### src/rtl/delta_sigma_pkg.sv
// rtl/delta_sigma_pkg.sv - shared constants, sizing helpers and FSM state type for the decimators
// Holds the default filter configuration and its derived sizes. Sizing helpers
// let parameterised variants derive the same quantities from their own parameters.
package delta_sigma_pkg;

  localparam int DEF_IN_BITS   = 16;
  localparam int DEF_FRAC_BITS = 8;
  localparam int DEF_OUT_BITS  = 9;
  localparam int DEF_ORDER     = 3;
  localparam int DEF_R_LOG2    = 4;

  localparam int ACC_BITS    = DEF_OUT_BITS + DEF_ORDER * DEF_R_LOG2;
  localparam int DECIM_SHIFT = DEF_ORDER * DEF_R_LOG2 - DEF_FRAC_BITS;
  localparam int SKIP_COUNT  = DEF_ORDER + 1;

  typedef enum logic [1:0] {
    ST_IDLE = 2'd0,
    ST_COMB = 2'd1,
    ST_OUT  = 2'd2
  } dsd_state_e;

  function automatic int calc_acc_bits(input int out_bits, input int order, input int r_log2);
    return out_bits + order * r_log2;
  endfunction

  function automatic int calc_decim_shift(input int order, input int r_log2, input int frac_bits);
    return order * r_log2 - frac_bits;
  endfunction

endpackage

### src/rtl/delta_sigma_decimator_cic_integrator_chain.sv
// rtl/delta_sigma_decimator_cic_integrator_chain.sv - cascade of ORDER registered CIC integrators
// Ports:
//   clk_i, rst_ni   clock, asynchronous active-low reset
//   clear_i         synchronous clear of all integrators (priority over en_i)
//   en_i            accept din_i this cycle
//   din_i           unsigned input sample, zero-extended into the accumulators
//   last_next_o     value the last integrator will take if this sample is accepted
module cic_integrator_chain
  import delta_sigma_pkg::*;
#(
  parameter int IN_W  = DEF_OUT_BITS,
  parameter int ACC_W = ACC_BITS,
  parameter int ORDER = DEF_ORDER
) (
  input  logic             clk_i,
  input  logic             rst_ni,
  input  logic             clear_i,
  input  logic             en_i,
  input  logic [IN_W-1:0]  din_i,
  output logic [ACC_W-1:0] last_next_o
);

  logic [ACC_W-1:0] int_q [ORDER];
  logic [ACC_W-1:0] int_d [ORDER];

  // Every stage adds the pre-update value of its predecessor; sums wrap mod 2^ACC_W.
  always_comb begin
    int_d[0] = int_q[0] + ACC_W'(din_i);
    for (int k = 1; k < ORDER; k++) begin
      int_d[k] = int_q[k] + int_q[k-1];
    end
  end

  always_ff @(posedge clk_i or negedge rst_ni) begin
    if (!rst_ni) begin
      for (int k = 0; k < ORDER; k++) int_q[k] <= '0;
    end else if (clear_i) begin
      for (int k = 0; k < ORDER; k++) int_q[k] <= '0;
    end else if (en_i) begin
      for (int k = 0; k < ORDER; k++) int_q[k] <= int_d[k];
    end
  end

  assign last_next_o = int_d[ORDER-1];

endmodule

### src/rtl/delta_sigma_decimator.sv
// rtl/delta_sigma_decimator.sv - CIC reconstruction filter decimating the modulator stream to u_hat
// Ports:
//   clk, rst_n      clock, asynchronous active-low reset
//   clear           synchronous clear of all filter state (priority over y_valid)
//   y, y_valid      unsigned modulator samples, any duty cycle
//   u_hat           saturated reconstructed sample
//   u_hat_valid     one-cycle pulse when u_hat updates
//   settled         high once the start-up outputs have been skipped
module delta_sigma_decimator
  import delta_sigma_pkg::*;
#(
  parameter int IN_BITS   = DEF_IN_BITS,
  parameter int FRAC_BITS = DEF_FRAC_BITS,
  parameter int OUT_BITS  = DEF_OUT_BITS,
  parameter int ORDER     = DEF_ORDER,
  parameter int R_LOG2    = DEF_R_LOG2
) (
  input  logic                clk,
  input  logic                rst_n,
  input  logic                clear,
  input  logic [OUT_BITS-1:0] y,
  input  logic                y_valid,
  output logic [IN_BITS-1:0]  u_hat,
  output logic                u_hat_valid,
  output logic                settled
);

  localparam int ACC_W  = calc_acc_bits(OUT_BITS, ORDER, R_LOG2);
  localparam int SHIFT  = calc_decim_shift(ORDER, R_LOG2, FRAC_BITS);
  localparam int SKIP_N = ORDER + 1;
  localparam int STG_W  = (ORDER > 1) ? $clog2(ORDER) : 1;
  localparam int SKP_W  = $clog2(SKIP_N + 1);
  localparam logic [ACC_W-1:0] U_MAX = ACC_W'((64'd1 << IN_BITS) - 64'd1);

  if (ORDER < 1 || ORDER > 4) begin : g_bad_order
    $error("ORDER must be in 1..4");
  end
  if (ORDER * R_LOG2 < FRAC_BITS) begin : g_bad_gain
    $error("ORDER*R_LOG2 must be >= FRAC_BITS");
  end
  // A decimation event must never arrive while the comb pass is still busy.
  if ((1 << R_LOG2) < ORDER + 2) begin : g_bad_ratio
    $error("decimation ratio must be >= ORDER+2");
  end
  if (ACC_W < IN_BITS) begin : g_bad_width
    $error("accumulator narrower than output");
  end

  dsd_state_e       state_q, state_d;
  logic [STG_W-1:0] stage_q, stage_d;
  logic [R_LOG2-1:0] dcnt_q;
  logic [ACC_W-1:0] x_q;          // snapshot, then running comb result
  logic [ACC_W-1:0] dly_q [ORDER];
  logic [SKP_W-1:0] skip_q;
  logic [IN_BITS-1:0] u_hat_q;
  logic             u_hat_valid_q;
  logic             settled_q;

  logic             accept;
  logic             decim;
  logic             snap_en, comb_en, out_en;
  logic [ACC_W-1:0] last_next;
  logic [ACC_W-1:0] dly_sel;
  logic [ACC_W-1:0] diff;
  logic [ACC_W-1:0] shifted;
  logic [IN_BITS-1:0] sat;

  assign accept = y_valid & ~clear;
  assign decim  = accept && (dcnt_q == '1);

  cic_integrator_chain #(
    .IN_W  (OUT_BITS),
    .ACC_W (ACC_W),
    .ORDER (ORDER)
  ) u_chain (
    .clk_i       (clk),
    .rst_ni      (rst_n),
    .clear_i     (clear),
    .en_i        (y_valid),
    .din_i       (y),
    .last_next_o (last_next)
  );

  always_ff @(posedge clk or negedge rst_n) begin
    if (!rst_n) begin
      state_q <= ST_IDLE;
      stage_q <= '0;
    end else if (clear) begin
      state_q <= ST_IDLE;
      stage_q <= '0;
    end else begin
      state_q <= state_d;
      stage_q <= stage_d;
    end
  end

  always_comb begin
    state_d = state_q;
    stage_d = stage_q;
    case (state_q)
      ST_IDLE: if (decim) begin
        state_d = ST_COMB;
        stage_d = '0;
      end
      ST_COMB: begin
        if (stage_q == STG_W'(ORDER - 1)) state_d = ST_OUT;
        else stage_d = stage_q + 1'b1;
      end
      ST_OUT:  state_d = ST_IDLE;
      default: state_d = ST_IDLE;
    endcase
  end

  always_comb begin
    snap_en = (state_q == ST_IDLE) && decim;
    comb_en = (state_q == ST_COMB);
    out_en  = (state_q == ST_OUT);
  end

  // Single subtractor shared by all comb stages; stage_q selects the delay register.
  always_comb begin
    dly_sel = '0;
    for (int k = 0; k < ORDER; k++) begin
      if (stage_q == STG_W'(k)) dly_sel = dly_q[k];
    end
  end
  assign diff = x_q - dly_sel;

  assign shifted = x_q >> SHIFT;
  assign sat     = (shifted > U_MAX) ? '1 : shifted[IN_BITS-1:0];

  always_ff @(posedge clk or negedge rst_n) begin
    if (!rst_n) begin
      dcnt_q        <= '0;
      x_q           <= '0;
      for (int k = 0; k < ORDER; k++) dly_q[k] <= '0;
      skip_q        <= '0;
      u_hat_q       <= '0;
      u_hat_valid_q <= 1'b0;
      settled_q     <= 1'b0;
    end else if (clear) begin
      dcnt_q        <= '0;
      x_q           <= '0;
      for (int k = 0; k < ORDER; k++) dly_q[k] <= '0;
      skip_q        <= '0;
      u_hat_q       <= '0;
      u_hat_valid_q <= 1'b0;
      settled_q     <= 1'b0;
    end else begin
      u_hat_valid_q <= 1'b0;
      if (accept) dcnt_q <= dcnt_q + 1'b1;
      if (snap_en) begin
        x_q <= last_next;
      end else if (comb_en) begin
        x_q <= diff;
        for (int k = 0; k < ORDER; k++) begin
          if (stage_q == STG_W'(k)) dly_q[k] <= x_q;
        end
      end
      if (out_en) begin
        // Early outputs carry the filter's start-up transient and are dropped.
        if (skip_q == SKP_W'(SKIP_N)) begin
          u_hat_q       <= sat;
          u_hat_valid_q <= 1'b1;
          settled_q     <= 1'b1;
        end else begin
          skip_q <= skip_q + 1'b1;
        end
      end
    end
  end

  assign u_hat       = u_hat_q;
  assign u_hat_valid = u_hat_valid_q;
  assign settled     = settled_q;

endmodule
### config.mk
export PLATFORM = sky130hd
export DESIGN_NAME = delta_sigma_decimator
export DESIGN_NICKNAME = d
export VERILOG_FILES = /design/src/rtl/delta_sigma_pkg.sv /design/src/rtl/delta_sigma_decimator_cic_integrator_chain.sv /design/src/rtl/delta_sigma_decimator.sv
export SDC_FILE = /design/constraint.sdc
export NUM_CORES = 1
export LEC_CHECK = 0
export BUFFER_PORTS_ARGS = -buffer_cell sky130_fd_sc_hd__buf_2
export CORE_ASPECT_RATIO = 1.75
export CORE_UTILIZATION = 45
export CTS_BUF_LIST = sky130_fd_sc_hd__clkbuf_16
export DETAILED_ROUTE_END_ITERATION = 16
export PLACE_DENSITY = 0.68
export SYNTH_ARGS = -nofsm -noshare
export SYNTH_HDL_FRONTEND = slang
export SYNTH_HIERARCHICAL = 1
export SYNTH_SLANG_ARGS = --single-unit
export TNS_END_PERCENT = 100
### constraint.sdc
create_clock -name clk -period 3.1 [get_ports clk]
set_clock_uncertainty 0.2 [all_clocks]
set_input_delay 0.62 -clock clk [delete_from_list [all_inputs] [get_ports clk]]
set_output_delay 0.62 -clock clk [all_outputs]
set_load 0.01 [all_outputs]
==> results.cfg, run 1 <==
[place]
numPortBuffers = 30
dp_hpwl_um = 21200
placed_cell_area_um2 = 12400
gp_congestion = 0.928
pre_cts_ws_ps = -176

[clock_tree]
htree_levels = 4
cts_root_buf = clkbuf_16
clock-sinks = 176
clkLatencyLatePin_ps = 450
clkTransAtPathRegs_ps = 70
cts_buffers = 17
cts_tree = done
cts_buffer_depth = 2

[drt]
drt_iter0_drc = 554
via_count = 9774
drt-total-wl_um = 29000
drc_errors = 0
first_pass_iters = 5
route.detailed.wl_per_inst_um = 16.9
drt.antenna.violating_nets = 0
vias_per_cell = 5.68

[setup_path]
start_kind = register
cp_cell_sequence = ha_4 > buf_12 > clkbuf_16 > nor2_1 > a21oi_1 > nor2_1 > a21oi_1 > ha_1 > nand2_1 > o211a_1 > nor3_2 > a22o_2 > a41oi_2 > xor2_1 > a211oi_1
required_ps = 3260
cpMaxStageDelayCell = dfrtp_2
worstSetupPathType = reg -> reg
crit_path_end_kind = register
path_max_fanout = 17
critPathMaxStageDelay_ps = 430
arrival_ps = 3310

[layout]
design_area_um2 = 13400
drive_above_1_share_pct = 17.7
nFillCells = 2268
antenna_cells = 0
area_delta_synth_final_pct = 19.4
nNetsFinal = 1488

[logic_synthesis]
ys_seq_elements = 176
yosys_warnings = 6
avgSynthCellArea_um2 = 8.66
synthArstFlopShare_pct = 100
synth-seq-area-share_pct = 39.3
synthCells = 1294
synth_enable_flop_cells = 0
synthDistinctLibCells = 72
synth_nets = 1386
synthFlopType = dfrtp_1
syn_area_um2 = 11200

[die]
die_y_um = 211
initial_core_util_pct = 45.7
rows = 76
ios = 31
die_x_um = 121
core_area_um2 = 24500
die_area_um2 = 25600

[sta]
hold_violations = 0
finalSetupViolCount = 6
slew_headroom_pct = 46.2
worst_slew_pin_slew_ps = 804
drv_slew = 0
period_needed_ps = 3150
rsz0062_at_grt = true
fin_ws_ps = -45.5
final.period_utilization_pct = 101
max_freq_ghz = 0.318

[power]
combPwrFrac_pct = 27.0
finalPower_mw = 6.48
vdd_ir_drop_max_mv = 0.434
seqPwrFrac_pct = 38.7
p_clk_share_pct = 34.3
power_density_nw_per_um2 = 484
switching_share_pct = 30.5
cell_internal_pwr_mw = 4.50
p_sw_mw = 1.98
leakage_nw = 6.20

[global_routing]
overflow = 0
grt_antenna_before_repair = 0
grt_max_degree = 63
grt_usage_pct = 23.9
grt_pass1_wl_um = 48100
first_global_vias = 9949

[flow_run]
cap_violations = 0

[status]
status = complete, but fails checks
violations = negative setup slack

[min_path]
worstHoldPathType = in -> reg
-- timing repair --
item | 4_1_cts | 5_1_grt
resized for setup | 27 | 40
hold buffers | 1 | 0
buffers inserted | 4 | 11
endpoints found under the hold margin | 59 | 0
gates cloned | 0 | 1
setup endpoints to repair | 10 | 18
pin swaps | 16 | 28
-- cell usage after synthesis (all sizes together), types with 16 or more instances --
cell type / count / area share (%)
nand2: 142 / 4.8
nand2b: 28 / 1.6
a22oi: 16 / 1.1
buf: 16 / 0.82
ha: 75 / 8.4
o21ai: 126 / 5.6
a22o: 16 / 1.3
nor3: 21 / 0.94
xor2: 18 / 1.4
a21oi: 104 / 4.7
dfrtp: 176 / 39
xnor2: 43 / 3.4
a211oi: 32 / 2.3
a21o: 19 / 1.3
mux2i: 20 / 1.8
clkbuf: 53 / 1.8
inv: 34 / 1.1
nor2: 172 / 5.8
nand3: 16 / 0.71
-- cells in the final DEF (no fill, tap or decap), drive strengths merged, types with 5 or more instances in the layout --
master / instances
a22o: 16
a21o: 19
a221oi: 5
nor2b: 15
o21ai: 126
nand2: 142
dfrtp: 176
and3: 9
o21bai: 6
buf: 150
mux2i: 20
nor2: 172
ha: 75
a311oi: 5
clkbuf: 18
inv: 39
a211oi: 32
o21a: 13
nand3: 16
o31ai: 9
nor4: 7
or3: 9
o211ai: 9
and2: 5
nand4: 12
a22oi: 16
xnor2: 43
xor2: 18
a21oi: 104
nand3b: 5
nand2b: 28
nor3: 21
-- area by class of cell --
class | count | area [um^2] | area share, %
flip-flops and latches | 176 | 4410 | 32.9
repair buffers | 152 | 1210 | 9.04
well taps | 312 | 390 | 2.92
clock buffers | 17 | 425 | 3.18
clock inverters | 15 | 168 | 1.25
multi-input cells | 1015 | 6650 | 49.7
inverters | 34 | 128 | 0.954
-- cells by family (layout without fill, tap and decap cells) --
group	after synthesis	after routing	share of synthesized area [%]
AND/OR/NAND/NOR	452	452	18.0
AO/OA/AOI/OAI	399	399	22.8
flip-flops	176	176	39.3
buffers and inverters	103	218	3.76
adder cells (fa/ha/maj)	79	79	9.09
XOR/XNOR	61	61	4.77
multiplexers	24	24	2.22
-- per-stage QoR --
stage / cells / util [%] / TNS [ps] / hold WS, ps
final: 1721 / 54.5 / -150 / 278
after global routing: 1721 / 54.5 / -1320 / 288
after CTS: 1709 / 53.4 / -114 / 266
after detailed placement: 1672 / 50.4 / -1100 / 270
after global placement: 1672 / 50.4 / -554 / 261
after floorplan: 1294 / - / 0 / 124
-- final timing paths --
path,start,depth (start not counted),end,slack (ps)
max in group asynchronous,rst_n,3,u_hat[0],1410
hold reg to reg,dly_q[19],2,dly_q[19],280
setup reg to reg,stage_q[0],15,x_q[15],-50
min in group asynchronous,rst_n,2,u_hat[9],520
hold / removal,clear,2,u_chain/int_q[20],280
setup / recovery,stage_q[0],15,x_q[15],-50
-- state kept, by name, summed over array words and instances (netlist names) --
register	flops
stage_q	2
u_hat_valid	1
skip_q	3
u_chain/int_q	63
u_hat	16
settled	1
dcnt_q	4
dly_q	63
x_q	21
state_q	2
-- critical path, delay by kind of cell (launching register included) --
family | cells | cell delay (ps)
AOI/OAI and AO/OA | 6 | 920
adders and majority gates | 2 | 530
and+or+nand+nor | 4 | 510
DFF | 1 | 430
buffers and inverters | 2 | 300
xor gates and xnor gates | 1 | 160
-- power groups by stage --
stage | registers (mW) | logic [mW] | clock network [mW]
2_1_floorplan | 2.49 | 1.12 | 0
3_3_place_gp | 2.55 | 1.59 | 0
3_5_place_dp | 2.55 | 1.62 | 0
4_1_cts | 2.51 | 1.66 | 2.26
5_1_grt | 2.52 | 1.92 | 2.34
6_report | 2.51 | 1.75 | 2.22
-- routing by layer --
metal  vias to the layer above  GRT usage, %  share of wire [%]
li1                       4803             -                  -
met1                      4707          25.6                 39
met2                       186          44.2                 54
met3                        78          3.29                2.3
met4                         0          13.7                4.6
met5                         -             0                  0
(Power assumes the default switching activity.)
==> inputs of run 2 (changes only) <==
--- a/config.mk
+++ b/config.mk
@@ -8,7 +8,6 @@
 export BUFFER_PORTS_ARGS = -buffer_cell sky130_fd_sc_hd__buf_2
 export CORE_ASPECT_RATIO = 1.75
 export CORE_UTILIZATION = 45
-export CTS_BUF_LIST = sky130_fd_sc_hd__clkbuf_16
 export DETAILED_ROUTE_END_ITERATION = 16
 export PLACE_DENSITY = 0.68
 export SYNTH_ARGS = -nofsm -noshare
==> run 2 against run 1 <==
Effect of this change: the flow still finishes with violations (negative setup slack); sequential power about the same; global-route usage unchanged; die area unchanged; critical path depth unchanged; clock power about the same; final area about the same; utilization about the same; fmax down 0.15%; combinational power about the same; sequential share of layout area about the same; critical endpoint unchanged; largest power group unchanged.
==> results.cfg, run 2 (synthesis gave the netlist of run 1 again) <==
[power]
power_density_nw_per_um2 = 486
leakage_nw = 6.20
vdd_ir_drop_max_mv = 0.433

[sta]
max_freq_ghz = 0.317
period_needed_ps = 3150
slew_headroom_pct = 46.4
worst_slew_pin_slew_ps = 804
finalSetupViolCount = 6
hold_violations = 0
holdWs_ps = 280
drv_slew = 0
final.period_utilization_pct = 102
rsz0062_at_grt = true
fin_ws_ps = -50.0

[place]
placed_cell_area_um2 = 12400
numPortBuffers = 30
numPlacedInstances = 1672
gp_congestion = 0.928
dp_hpwl_um = 21200
pre_cts_ws_ps = -176

[clock_tree]
cts_buffers = 17
clkTransAtPathRegs_ps = 70
htree_levels = 4
cts_tree = done
cts_buffer_depth = 2
cts_root_buf = clkbuf_16
clock-sinks = 176
clkLatencyLatePin_ps = 450

[drt]
drt-total-wl_um = 29000
wl_met2_um = 15700
drt_iter0_drc = 562
via_count = 9781
wl_met3_um = 686
route.detailed.wl_per_inst_um = 16.9
m1WireLength_um = 11300
vias_per_cell = 5.68
drt.antenna.violating_nets = 0
drc_errors = 0
first_pass_iters = 5
routed.top_layer = met4

[global_routing]
grt_max_degree = 63
grt_antenna_before_repair = 0
overflow = 0
grt_usage_pct = 23.9
first_global_vias = 9949
grt_pass1_wl_um = 48100

[setup_path]
path_max_fanout = 17
required_ps = 3260
crit_path_end_kind = register
start_kind = register
arrival_ps = 3310
cpMaxStageDelayCell = dfrtp_2
cp_cell_sequence = ha_4 > buf_12 > clkbuf_16 > nor2_1 > a21oi_1 > nor2_1 > a21oi_1 > ha_1 > nand2_1 > o211a_1 > nor3_2 > a22o_2 > a41oi_2 > xor2_1 > a211oi_1
crit_buf_inv = 2
worstSetupPathType = reg -> reg
cp_top_family = compound AO/OA/AOI/OAI gates
critPathMaxStageDelay_ps = 430

[status]
violations = negative setup slack
status = complete, but fails checks

[layout]
layout_common_cells = dfrtp_1 (175), nor2_1 (171), nand2_1 (142), buf_4 (109), o21ai_0 (99)
area_delta_synth_final_pct = 19.5
nFillCells = 2265
reg.largest.list = dly_q: 63 flops, u_chain/int_q: 63 flops, x_q: 21 flops
design_area_um2 = 13400
mostFrequentLayoutCell = dfrtp_1
drive_above_1_share_pct = 17.7
nNetsFinal = 1488
final_cells = 1721
antenna_cells = 0

[die]
die_area_um2 = 25600
rows = 76
die_x_um = 121
core_area_um2 = 24500
die_y_um = 211
ios = 31
initial_core_util_pct = 45.7

[min_path]
worstHoldPathType = in -> reg

[flow_run]
cap_violations = 0
## run 2: per-stage QoR
step / power (mW) / setup TNS (ps) / utilization, %
global placement: 4.14 / -554 / 50.4
floorplan: 3.61 / 0 / -
global route: 6.82 / -1320 / 54.6
detailed placement: 4.17 / -1100 / 50.4
finish: 6.51 / -156 / 54.6
CTS: 6.46 / -115 / 53.5
## run 2: repair_timing
| action | 4_1_cts | 5_1_grt |
|---|---|---|
| hold endpoints to repair | 59 | 0 |
| gates cloned | 0 | 1 |
| setup buffers | 4 | 11 |
| setup endpoints to repair | 10 | 18 |
| hold buffers | 1 | 0 |
| pin swaps | 16 | 28 |
| gates resized for setup | 27 | 40 |
## run 2: worst register-to-register path: cells and delay by family, from the launching register on
family	cells	cell delay (ps)
and+or+nand+nor	4	520
DFF	1	430
AOI/OAI and AO/OA	6	930
adders and majority gates	2	530
xor gates and xnor gates	1	160
buffers and inverters	2	300
## run 2: path summary, 6_finish.rpt
kind	start	end	slack (ps)	depth (start not counted)
setup / recovery	stage_q[0]	x_q[15]	-50	15
hold / removal	clear	u_chain/int_q[20]	280	2
setup reg to reg	stage_q[0]	x_q[15]	-50	15
hold reg to reg	dly_q[19]	dly_q[19]	280	2
max in group asynchronous	rst_n	u_hat[0]	1410	3
min in group asynchronous	rst_n	u_hat[9]	520	2
## run 2: cell type report
class	instances	area (um^2)	share of cell area, %
Tap cell	312	390	2.92
Clock inverter	12	156	1.17
Clock buffer	20	447	3.34
Timing Repair Buffer	152	1210	9.03
Inverter	34	128	0.953
Multi-Input combinational cell	1015	6650	49.7
Sequential cell	176	4410	32.9
## run 2: report_power, final
part	internal [mW]	total, mW	switching, mW
combinational	0.847	1.75	0.902
sequential	2.40	2.51	0.114
clock	1.29	2.25	0.960
## run 2: routing by layer
metal,up-vias,track usage (%)
met4,0,13.7
met1,4709,25.6
met2,190,44.2
li1,4803,-
met5,-,0
met3,79,3.29
==> inputs of run 3 (changes only) <==
==> constraint.sdc (replaced) <==
create_clock -name clk -period 2.8 [get_ports clk]
set_clock_uncertainty 0.2 [all_clocks]
set_input_delay 0.56 -clock clk [delete_from_list [all_inputs] [get_ports clk]]
set_output_delay 0.56 -clock clk [all_outputs]
set_load 0.01 [all_outputs]
==> run 3 against run 2 <==
Effect of this change: via count up 3.5%; global-route usage up 0.99 points; setup slack worse by 450 ps; combinational power up 41%; critical path type unchanged; final area up 6.5%; utilization up 3.6 points; the run still ends with negative setup slack left; largest cell class unchanged; largest power group unchanged; clock power up 12%; critical path depth down 2; sequential power up 11%; die area unchanged.
==> results.cfg, run 3 (synthesis gave the netlist of run 1 again) <==
[place]
pre_cts_ws_ps = -551
numPortBuffers = 30
dp_hpwl_um = 21600
gp_congestion = 0.891

[global_routing]
grt_max_degree = 65
overflow = 0
first_global_vias = 10500
grt_antenna_before_repair = 0
grt_usage_pct = 24.9
grt_pass1_wl_um = 49900

[setup_path]
critPathMaxStageDelay_ps = 430
cp-startpoint = u_chain/int_q[34]
path_depth = 13
start_kind = register
arrival_ps = 3430
cp_cell_sequence = ha_4 > a211oi_4 > nor2_2 > or4_4 > a221oi_4 > a31oi_4 > o21ai_2 > o31ai_4 > nor3_2 > o31a_1 > mux2i_1 > a221oi_1 > nor2_1
rrSetupSlack_ps = -500
crit_buf_inv = 0
cpMaxStageDelayCell = or4_4
crit_path_end = x_q[20]
rr_startpoint = u_chain/int_q[34]
path_max_fanout = 3
crit_path_end_kind = register
rr_endpoint = x_q[20]
ff2ff_path_depth = 13
cp_top_family = compound AO/OA/AOI/OAI gates
worstSetupPathType = reg -> reg
required_ps = 2940

[sta]
slew_headroom_pct = 46.0
hold_violations = 0
period_needed_ps = 3300
finalSetupViolCount = 20
finalSetupTns_ps = -5580
worst_slew_pin_slew_ps = 807
max_freq_ghz = 0.303
fin_ws_ps = -499
final.period_utilization_pct = 118
rsz0062_at_grt = true
holdWs_ps = 261
drv_slew = 0

[power]
vdd_ir_drop_max_mv = 0.530
leakage_nw = 6.69
power_density_nw_per_um2 = 544

[die]
rows = 76
core_area_um2 = 24500
die_x_um = 121
die_area_um2 = 25600
die_y_um = 211
ios = 31
initial_core_util_pct = 45.7

[layout]
area_delta_synth_final_pct = 27.3
reg.largest.list = dly_q: 63 flops, u_chain/int_q: 63 flops, x_q: 21 flops
layout_common_cells = dfrtp_1 (176), nor2_1 (168), buf_4 (164), nand2_1 (138), o21ai_0 (90)
nNetsFinal = 1556
final_core_util_pct = 58.1
antenna_cells = 0
mostFrequentLayoutCell = dfrtp_1
drive_above_1_share_pct = 24.8

[status]
violations = negative setup slack
status = complete, but fails checks

[clock_tree]
htree_levels = 4
clkTransAtPathRegs_ps = 70
cts_buffers = 17
cts_buffer_depth = 2
clock-sinks = 176
clkLatencyLatePin_ps = 450
cts_tree = done
cts_root_buf = clkbuf_16

[drt]
first_pass_iters = 5
drt-total-wl_um = 30300
drc_errors = 0
drt_iter0_drc = 597
vias_per_cell = 5.66
route.detailed.wl_per_inst_um = 16.9
via_count = 10100
drt.antenna.violating_nets = 0

[flow_run]
cap_violations = 0

[min_path]
worstHoldPathType = in -> reg
## run 3: final cells by class
cell class	instances	area, um^2
clock buffer	22	494
clock inverter	10	123
fill	2112	10300
inverter	34	128
multi-input combinational	1015	6990
sequential	176	4400
tap	312	390
timing repair buffer	220	1730
## run 3: worst min-delay path by stage
stage	start	endpoint	slack [ps]	depth (start not counted)
finish	clear	u_chain/int_q[11]	260	2
global route	clear	u_chain/int_q[11]	250	2
CTS	clear	u_chain/int_q[8]	240	2
detailed placement	dly_q[32]	dly_q[32]	270	2
global placement	dly_q[51]	dly_q[51]	260	2
floorplan	rst_n	dcnt_q[0]	60	0
## run 3: repair_timing
item / in CTS / in global routing
hold buffers: 1 / 0
hold endpoints to repair: 33 / 0
buffers inserted: 11 / 16
setup endpoints to repair: 27 / 40
cloned: 1 / 0
pin swaps: 39 / 54
gates resized for setup: 70 / 82
## run 3: per-stage QoR
| stage | area (um^2) | instances | total power [mW] |
|---|---|---|---|
| after global placement | 12800 | 1732 | 4.66 |
| after global routing | 14300 | 1789 | 8.14 |
| after CTS | 13800 | 1775 | 7.49 |
| final | 14300 | 1789 | 7.76 |
| after floorplan | 11300 | 1294 | 4.02 |
| after detailed placement | 12800 | 1732 | 4.70 |
## run 3: power breakdown
| part | internal, mW | switching [mW] | total [mW] |
|---|---|---|---|
| logic | 1.25 | 1.21 | 2.46 |
| clock network | 1.44 | 1.07 | 2.51 |
| registers | 2.65 | 0.134 | 2.79 |
| total | 5.35 | 2.41 | 7.76 |
## run 3: per-layer routing
layer,up-vias,part of all wire (%),routed length [um],GRT usage (%)
met4,0,4.6,1410,12.4
met1,4883,38,11500,25.2
met5,-,0,0,0
met2,187,55,16600,47.9
met3,84,2.6,802,4.21
li1,4970,-,-,-
